==> src/rtl/alct_gbt_pkg.sv <==
// Shared definitions for the ALCT GBT frame builder: frame geometry, headers,
// FSM state encoding and LCT word field offsets.
// Used by alct_daq_wide_fifo, alct_gbt_frame_builder and their bench.
package alct_gbt_pkg;

  localparam int FRAME_W = 112;
  localparam int SLOT_W  = 8;
  localparam int N_SLOTS = 7;
  localparam int LCT_W   = 14;
  localparam int BX_W    = 12;

  // LCT word: {valid, quality[1:0], amu, key[6:0], bxn[2:0]}
  localparam int LCT_BXN_LSB   = 0;
  localparam int LCT_KEY_LSB   = 3;
  localparam int LCT_AMU_BIT   = 10;
  localparam int LCT_QUAL_LSB  = 11;
  localparam int LCT_VALID_BIT = 13;

  localparam logic [3:0] HDR_IDLE = 4'b0110;
  localparam logic [3:0] HDR_SYNC = 4'b1010;
  localparam logic [3:0] HDR_RUN  = 4'b0101;

  typedef enum logic [1:0] {
    IDLE = 2'd0,
    SYNC = 2'd1,
    RUN  = 2'd2
  } state_t;

  // Slot 0 is the oldest queued DAQ word.
  typedef logic [N_SLOTS-1:0][SLOT_W-1:0] daq_window_t;

  function automatic logic [3:0] state_header(input state_t s);
    case (s)
      SYNC:    return HDR_SYNC;
      RUN:     return HDR_RUN;
      default: return HDR_IDLE;
    endcase
  endfunction

endpackage

==> src/rtl/alct_daq_wide_fifo.sv <==
// DAQ word FIFO: one write per cycle, up to N_SLOTS pops per cycle, 7-slot read window.
// Latency: a written word is visible in count/window the cycle after the write.
// Backpressure: none upstream; a write while full is silently discarded (caller flags it).
// Ports: clock/nreset; wr_en/wr_data write side; pop_n (must be <= count);
//        count, full, window (oldest entry in slot 0).
module alct_daq_wide_fifo
  import alct_gbt_pkg::*;
#(
  parameter int DEPTH = 64
) (
  input  logic                   clock,
  input  logic                   nreset,
  input  logic                   wr_en,
  input  logic [SLOT_W-1:0]      wr_data,
  input  logic [2:0]             pop_n,
  output logic [$clog2(DEPTH):0] count,
  output logic                   full,
  output daq_window_t            window
);

  localparam int AW = $clog2(DEPTH);
  localparam int CW = AW + 1;

  logic [SLOT_W-1:0] mem [DEPTH];
  logic [AW-1:0]     wr_ptr;
  logic [AW-1:0]     rd_ptr;
  logic              wr_ok;

  assign full  = (count == CW'(DEPTH));
  assign wr_ok = wr_en && !full;

  // Pointers wrap naturally because DEPTH is a power of two.
  always_ff @(posedge clock or negedge nreset) begin
    if (!nreset) begin
      wr_ptr <= '0;
      rd_ptr <= '0;
      count  <= '0;
    end else begin
      if (wr_ok) wr_ptr <= wr_ptr + AW'(1);
      rd_ptr <= rd_ptr + AW'(pop_n);
      count  <= count - CW'(pop_n) + CW'(wr_ok);
    end
  end

  always_ff @(posedge clock) begin
    if (wr_ok) mem[wr_ptr] <= wr_data;
  end

  // Slots beyond count hold stale data; the consumer masks them.
  always_comb begin
    window = '0;
    for (int i = 0; i < N_SLOTS; i++) begin
      window[i] = mem[rd_ptr + AW'(i)];
    end
  end

endmodule

==> src/rtl/alct_gbt_frame_builder.sv <==
// Packs two LCTs plus up to 7 DAQ words into one 112-bit GBT frame per BX.
// Latency: LCT in -> frame 2 edges (1 input reg + frame reg); DAQ write -> earliest pop 2 edges later.
// Backpressure: gbt_txrdy low drops to IDLE and DAQ words queue; overflow drops words, sets sticky flag.
// Ports: clock/nreset; gbt_txrdy, bc0; lct0_word/lct1_word; daq_we/daq_data/daq_special;
//        frame, gbt_tx_datavalid, daq_overflow, state_dbg.
module alct_gbt_frame_builder
  import alct_gbt_pkg::*;
#(
  parameter int DAQ_DEPTH   = 64,
  parameter int SYNC_FRAMES = 16,
  parameter int BX_MAX      = 3563
) (
  input  logic               clock,
  input  logic               nreset,
  input  logic               gbt_txrdy,
  input  logic               bc0,
  input  logic [LCT_W-1:0]   lct0_word,
  input  logic [LCT_W-1:0]   lct1_word,
  input  logic               daq_we,
  input  logic [6:0]         daq_data,
  input  logic               daq_special,
  output logic [FRAME_W-1:0] frame,
  output logic               gbt_tx_datavalid,
  output logic               daq_overflow,
  output logic [1:0]         state_dbg
);

  localparam int CW = $clog2(DAQ_DEPTH) + 1;
  localparam int SW = $clog2(SYNC_FRAMES + 1);

  state_t             state_q;
  state_t             state_d;
  logic [SW-1:0]      sync_cnt;
  logic [BX_W-1:0]    bx_cnt;
  logic [LCT_W-1:0]   lct0_q;
  logic [LCT_W-1:0]   lct1_q;
  logic               daq_vld_q;
  logic [SLOT_W-1:0]  daq_dat_q;
  logic [CW-1:0]      fifo_count;
  logic               fifo_full;
  daq_window_t        window;
  logic [2:0]         pop_n;
  logic [FRAME_W-1:0] frame_d;

  assign state_dbg = state_q;

  // Input stage: registering DAQ writes here is what keeps a new word out of
  // the pop decision until the edge after it reaches the FIFO.
  always_ff @(posedge clock or negedge nreset) begin
    if (!nreset) begin
      lct0_q    <= '0;
      lct1_q    <= '0;
      daq_vld_q <= 1'b0;
      daq_dat_q <= '0;
    end else begin
      lct0_q    <= lct0_word;
      lct1_q    <= lct1_word;
      daq_vld_q <= daq_we;
      daq_dat_q <= {daq_special, daq_data};
    end
  end

  alct_daq_wide_fifo #(.DEPTH(DAQ_DEPTH)) u_fifo (
    .clock   (clock),
    .nreset  (nreset),
    .wr_en   (daq_vld_q),
    .wr_data (daq_dat_q),
    .pop_n   (pop_n),
    .count   (fifo_count),
    .full    (fifo_full),
    .window  (window)
  );

  // FSM state register; sync_cnt counts SYNC frames already emitted.
  always_ff @(posedge clock or negedge nreset) begin
    if (!nreset) begin
      state_q  <= IDLE;
      sync_cnt <= '0;
    end else begin
      state_q  <= state_d;
      sync_cnt <= (state_q == SYNC && state_d == SYNC) ? sync_cnt + SW'(1) : '0;
    end
  end

  // FSM next state; losing the link always wins.
  always_comb begin
    state_d = state_q;
    if (!gbt_txrdy) begin
      state_d = IDLE;
    end else begin
      case (state_q)
        IDLE:    state_d = SYNC;
        SYNC:    if (sync_cnt == SW'(SYNC_FRAMES - 1)) state_d = RUN;
        RUN:     state_d = RUN;
        default: state_d = IDLE;
      endcase
    end
  end

  // FSM outputs: pop count and next frame contents.
  always_comb begin
    pop_n = '0;
    if (state_q == RUN) begin
      pop_n = (fifo_count >= CW'(N_SLOTS)) ? 3'(N_SLOTS) : fifo_count[2:0];
    end

    frame_d           = '0;
    frame_d[111:108]  = state_header(state_q);
    frame_d[107:96]   = bx_cnt;
    if (state_q == RUN) begin
      frame_d[95:80]  = {2'b00, lct0_q};
      frame_d[79:64]  = {2'b00, lct1_q};
      frame_d[63:61]  = pop_n;
      for (int i = 0; i < N_SLOTS; i++) begin
        if (3'(i) < pop_n) frame_d[55 - SLOT_W*i -: SLOT_W] = window[i];
      end
    end
  end

  always_ff @(posedge clock or negedge nreset) begin
    if (!nreset) begin
      bx_cnt <= '0;
    end else if (bc0) begin
      bx_cnt <= '0;
    end else if (bx_cnt == BX_W'(BX_MAX)) begin
      bx_cnt <= '0;
    end else begin
      bx_cnt <= bx_cnt + BX_W'(1);
    end
  end

  always_ff @(posedge clock or negedge nreset) begin
    if (!nreset) begin
      frame            <= '0;
      gbt_tx_datavalid <= 1'b0;
      daq_overflow     <= 1'b0;
    end else begin
      frame            <= frame_d;
      gbt_tx_datavalid <= (state_q == RUN);
      if (daq_vld_q && fifo_full) daq_overflow <= 1'b1;
    end
  end

endmodule

==> config.mk <==
export PLATFORM = sky130hd
export DESIGN_NAME = alct_gbt_frame_builder
export DESIGN_NICKNAME = d
export VERILOG_FILES = /design/src/rtl/alct_gbt_pkg.sv /design/src/rtl/alct_daq_wide_fifo.sv /design/src/rtl/alct_gbt_frame_builder.sv
export SDC_FILE = /design/constraint.sdc
export NUM_CORES = 2
export LEC_CHECK = 0
export BUFFER_PORTS_ARGS = -buffer_cell sky130_fd_sc_hd__buf_2
export CAP_MARGIN = 10
export CORE_ASPECT_RATIO = 0.8
export CORE_MARGIN = 2
export CORE_UTILIZATION = 50
export DETAILED_ROUTE_END_ITERATION = 16
export MAX_ROUTING_LAYER = met4
export PLACE_DENSITY = 0.75
export SETUP_SLACK_MARGIN = 0.02
export SKIP_LAST_GASP = 1
export SYNTH_ARGS = -nofsm -noshare
export SYNTH_HDL_FRONTEND = slang
export SYNTH_SLANG_ARGS = --single-unit
==> constraint.sdc <==
create_clock -name clock -period 9.5 [get_ports clock]
set_input_delay 1.9 -clock clock [delete_from_list [all_inputs] [get_ports clock]]
set_output_delay 1.9 -clock clock [all_outputs]
set_load 0.1 [all_outputs]
==> run summary <==
The run finished with clean final reports. The run gives 178 MHz as the fmax. The layout overhead on the synthesized area is 9.41%, and the post-route non-filler standard cell count is 4715. After synthesis, the netlist uses 81 different library cells. Input and output buffers added on the ports amount to 147.

The run gives 691 as the CTS sink count. The clock arrives with 46.8 ps of skew. The average cell area after synthesis was 13.0 um2; the worst hold path stage count was 0. STA classifies the critical path endpoint as a flop.

Sequential elements use 44.5% of the synthesized area. The number of global-route vias before repair is 31900, and the buffers inserted during post-CTS setup optimization is 0. The first global-routing pass estimated 251000 um of wire. The worst setup path is of the reg -> reg kind. Clock-pin slew was measured on the worst setup and hold paths at 70 ps.

Number of enable flip-flop cells after synthesis: 512. Startpoint of the lowest-slack register-to-register path: u_fifo.rd_ptr[1]. Maximum level of the CTS H-tree: 3.

The endpoint identified for the worst register-to-register timing path is frame[2]. The data arrival time of the critical path was 6110 ps; the total I/O pin count was 157. The min-delay analysis places its worst path in the category reg -> reg. The instance count after placement with tap cells included is 4571.

In the routed design, unresolved DRC markers number 0. The worst hold path begins at bx_cnt[8]. The area of the die was 91700 um2.

The count of nets left with antenna violations once routing finished came out at 0. The number of cells on the worst reg-to-reg path is 9. The hold slack was 416 ps.

The die boundary height works out to 271 um. For this design the static power due to leakage is 16.4 nW. The Yosys step of the flow raised 0 warnings.

For the final number of hold-violating endpoints, the log shows 0. At the end of routability-driven placement, the weighted congestion stood at 1.12. The count of hold-fix buffers inserted at cts came out at 0. In the final layout, the share of cells above drive strength 1 is 28.3%.

The synthesized design contains 691 register bits. Across the run, the number of max-cap violations was 0. The number of placement rows was 97; the slew at the pin with the worst max-slew slack was 1390 ps.

The run gives 50.7% as the initial core utilization. Setup repair after global routing left no endpoint under its margin. The largest fanout of any net on the critical path came out at 54. The maximum buffer depth of the clock tree was 3.

The power density over the cells was 149 nW/um2. Synthesis produced a netlist whose cell count is 3427. The tools report the endpoint of the worst hold path as frame[104]. The overall die width is 338 um, and the routed via count divided by cell count is 7.63.

VDD sags by at most 0.119 mV. Synthesized area: 44600 um2. The total congestion overflow was 0; the number of instances resized during post-cts repair was 0. For this run, the detailed router's first-pass iteration total came to 10.

At the later pin of the worst-skew pair, clock insertion delay measures 680 ps. The run gives 0 as the final number of max-transition violations. STA puts the critical path data required time at 10000 ps. Total detailed-routing wirelength: 181000 um. Across every metal layer, demand over resource in global routing totals 40.4%. For this run, the post-layout net count is 3531. At the placement stage, the worst setup path has a slack of 4360 ps. After synthesis, the share of flip-flops with an asynchronous set or reset is 25.9%.

TritonCTS built the clock tree. The tools report the total half-perimeter wirelength after legalization and detailed placement as 127000 um. The tools report the core area as 88000 um2.

Total power for the finished layout comes to 7.28 mW. The number of antenna violations at the first check in global routing was 6. The kind of start point of the critical path is a flop. The final number of setup-violating endpoints is 0. Master cell of the clock root buffer: clkbuf_16. The worst pin sits at a relative slew slack of 6.96%. The setup slack of the worst register-to-register path is 3890 ps.

Dividing the detail-routed wire length by the instance count gives 38.5 um. The final critical path time including I/O delays and setup works out to 5610 ps. Setup slack on the critical path of the routed design comes to 3890 ps. Buffers inserted during clock tree synthesis total 74. Final clock period utilization by the worst path: 59.1%. Entering global routing, the biggest net connects 151 pins.

Detailed routing inserted a total of 36000 vias. Setup total negative slack on the finished layout was measured at 0 ps. The detailed router finished its first iteration with 8349 violations. For this run, the leading register cell type out of synthesis is edfxtp_1.
## where the power goes
group / total, mW / switching (mW) / internal [mW]
clock: 3.06 / 1.36 / 1.69
combinational: 0.724 / 0.491 / 0.233
sequential: 3.50 / 0.119 / 3.38
## worst max-delay path, stage by stage, from the launching register on
cell	delay, ps
dfrtp_4	1040
inv_4	570
ha_4	400
xnor2_2	150
buf_4	610
buf_4	750
mux4_2	490
o21ai_0	110
a31oi_1	1040
o32ai_1	160
## registers in the layout (all words and copies together), names as in the netlist
| name | count |
|---|---|
| u_fifo.mem | 512 |
| frame | 102 |
| lct0_q | 14 |
| lct1_q | 14 |
| bx_cnt | 12 |
| daq_dat_q | 8 |
| u_fifo.count | 7 |
| u_fifo.rd_ptr | 6 |
| u_fifo.wr_ptr | 6 |
| sync_cnt | 5 |
| state_dbg | 2 |
| daq_overflow | 1 |
| daq_vld_q | 1 |
| gbt_tx_datavalid | 1 |
## synth_stat cells, drive strengths merged (7+ instances only)
library cell | count | area share (%)
a211oi | 25 | 0.43
a21oi | 61 | 0.69
a22o | 14 | 0.27
a22oi | 34 | 0.57
a311o | 8 | 0.18
a311oi | 7 | 0.14
a31o | 12 | 0.24
a31oi | 26 | 0.36
a32oi | 22 | 0.43
and2 | 41 | 0.57
and3 | 16 | 0.22
buf | 200 | 2.6
clkbuf | 95 | 0.80
dfrtp | 179 | 10
edfxtp | 512 | 34
ha | 29 | 0.81
inv | 36 | 0.30
mux2 | 73 | 1.8
mux2i | 251 | 5.6
mux4 | 499 | 25
nand2 | 528 | 4.4
nand2b | 9 | 0.13
nand3 | 205 | 2.3
nand3b | 7 | 0.12
nand4 | 40 | 0.56
nor2 | 176 | 1.5
nor2b | 17 | 0.24
nor3 | 13 | 0.15
o2111ai | 7 | 0.14
o211ai | 14 | 0.24
o21ai | 53 | 0.59
o22ai | 80 | 1.1
o32ai | 9 | 0.18
xnor2 | 32 | 0.64
xor2 | 19 | 0.39
## layer usage
layer,vias up,routed length (um),track usage (%)
met5,-,0,-
met4,0,8180,13.0
met3,548,39900,26.7
met2,3796,67600,47.6
met1,17900,65600,54.6
li1,13700,-,-
## how the worst max path moves through the flow
stage / slack [ps] / to / start / cells after the start
6_report: 3890 / frame[2] / u_fifo.rd_ptr[1] / 9
2_1_floorplan: 5530 / frame[32] / u_fifo.rd_ptr[1] / 15
3_5_place_dp: 4360 / frame[2] / u_fifo.rd_ptr[1] / 9
5_1_grt: 4090 / frame[2] / u_fifo.rd_ptr[1] / 9
4_1_cts: 4350 / frame[2] / u_fifo.rd_ptr[1] / 9
3_3_place_gp: 4400 / frame[2] / u_fifo.rd_ptr[1] / 9
## cell type report
cell class                      instances  area (um2)
Timing Repair Buffer                  243        1520
Tap cell                             1188        1490
Clock buffer                           95        2000
Sequential cell                       691       19900
Inverter                               37         141
Fill cell                            7120       39200
Antenna cell                            7        17.5
Multi-Input combinational cell       2412       23300
Clock inverter                         42         493
## placed cells by master (no fill, tap or decap), types with 73 or more instances in the layout
cell type	synthesis	final
clkbuf_16	0	75
mux4_2	499	499
dfrtp_1	179	168
buf_2	110	146
nand2_1	528	528
mux2i_1	251	251
o22ai_1	79	79
nor2_1	175	172
mux2_2	73	73
edfxtp_1	512	512
buf_4	59	91
nand3_1	205	205
## stage by stage
step | utilization (%) | area (um2)
2_1_floorplan | - | 44700
3_3_place_gp | 52.6 | 46300
3_5_place_dp | 52.6 | 46300
4_1_cts | 55.5 | 48800
5_1_grt | 55.5 | 48800
6_report | 55.5 | 48800
## kinds of logic after synthesis
| kind of cell | count (synthesis) | synth area share [%] |
|---|---|---|
| AND/OR/NAND/NOR | 1078 | 10.7 |
| multiplexers | 823 | 32.6 |
| flip-flops | 691 | 44.5 |
| AO/OA/AOI/OAI | 420 | 6.52 |
| buffers and inverters | 332 | 3.74 |
| XOR/XNOR | 51 | 1.03 |
| adder cells (fa/ha/maj) | 31 | 0.903 |
| other | 1 | 0.00840 |
Note: power is estimated with default switching activity, not from simulation.
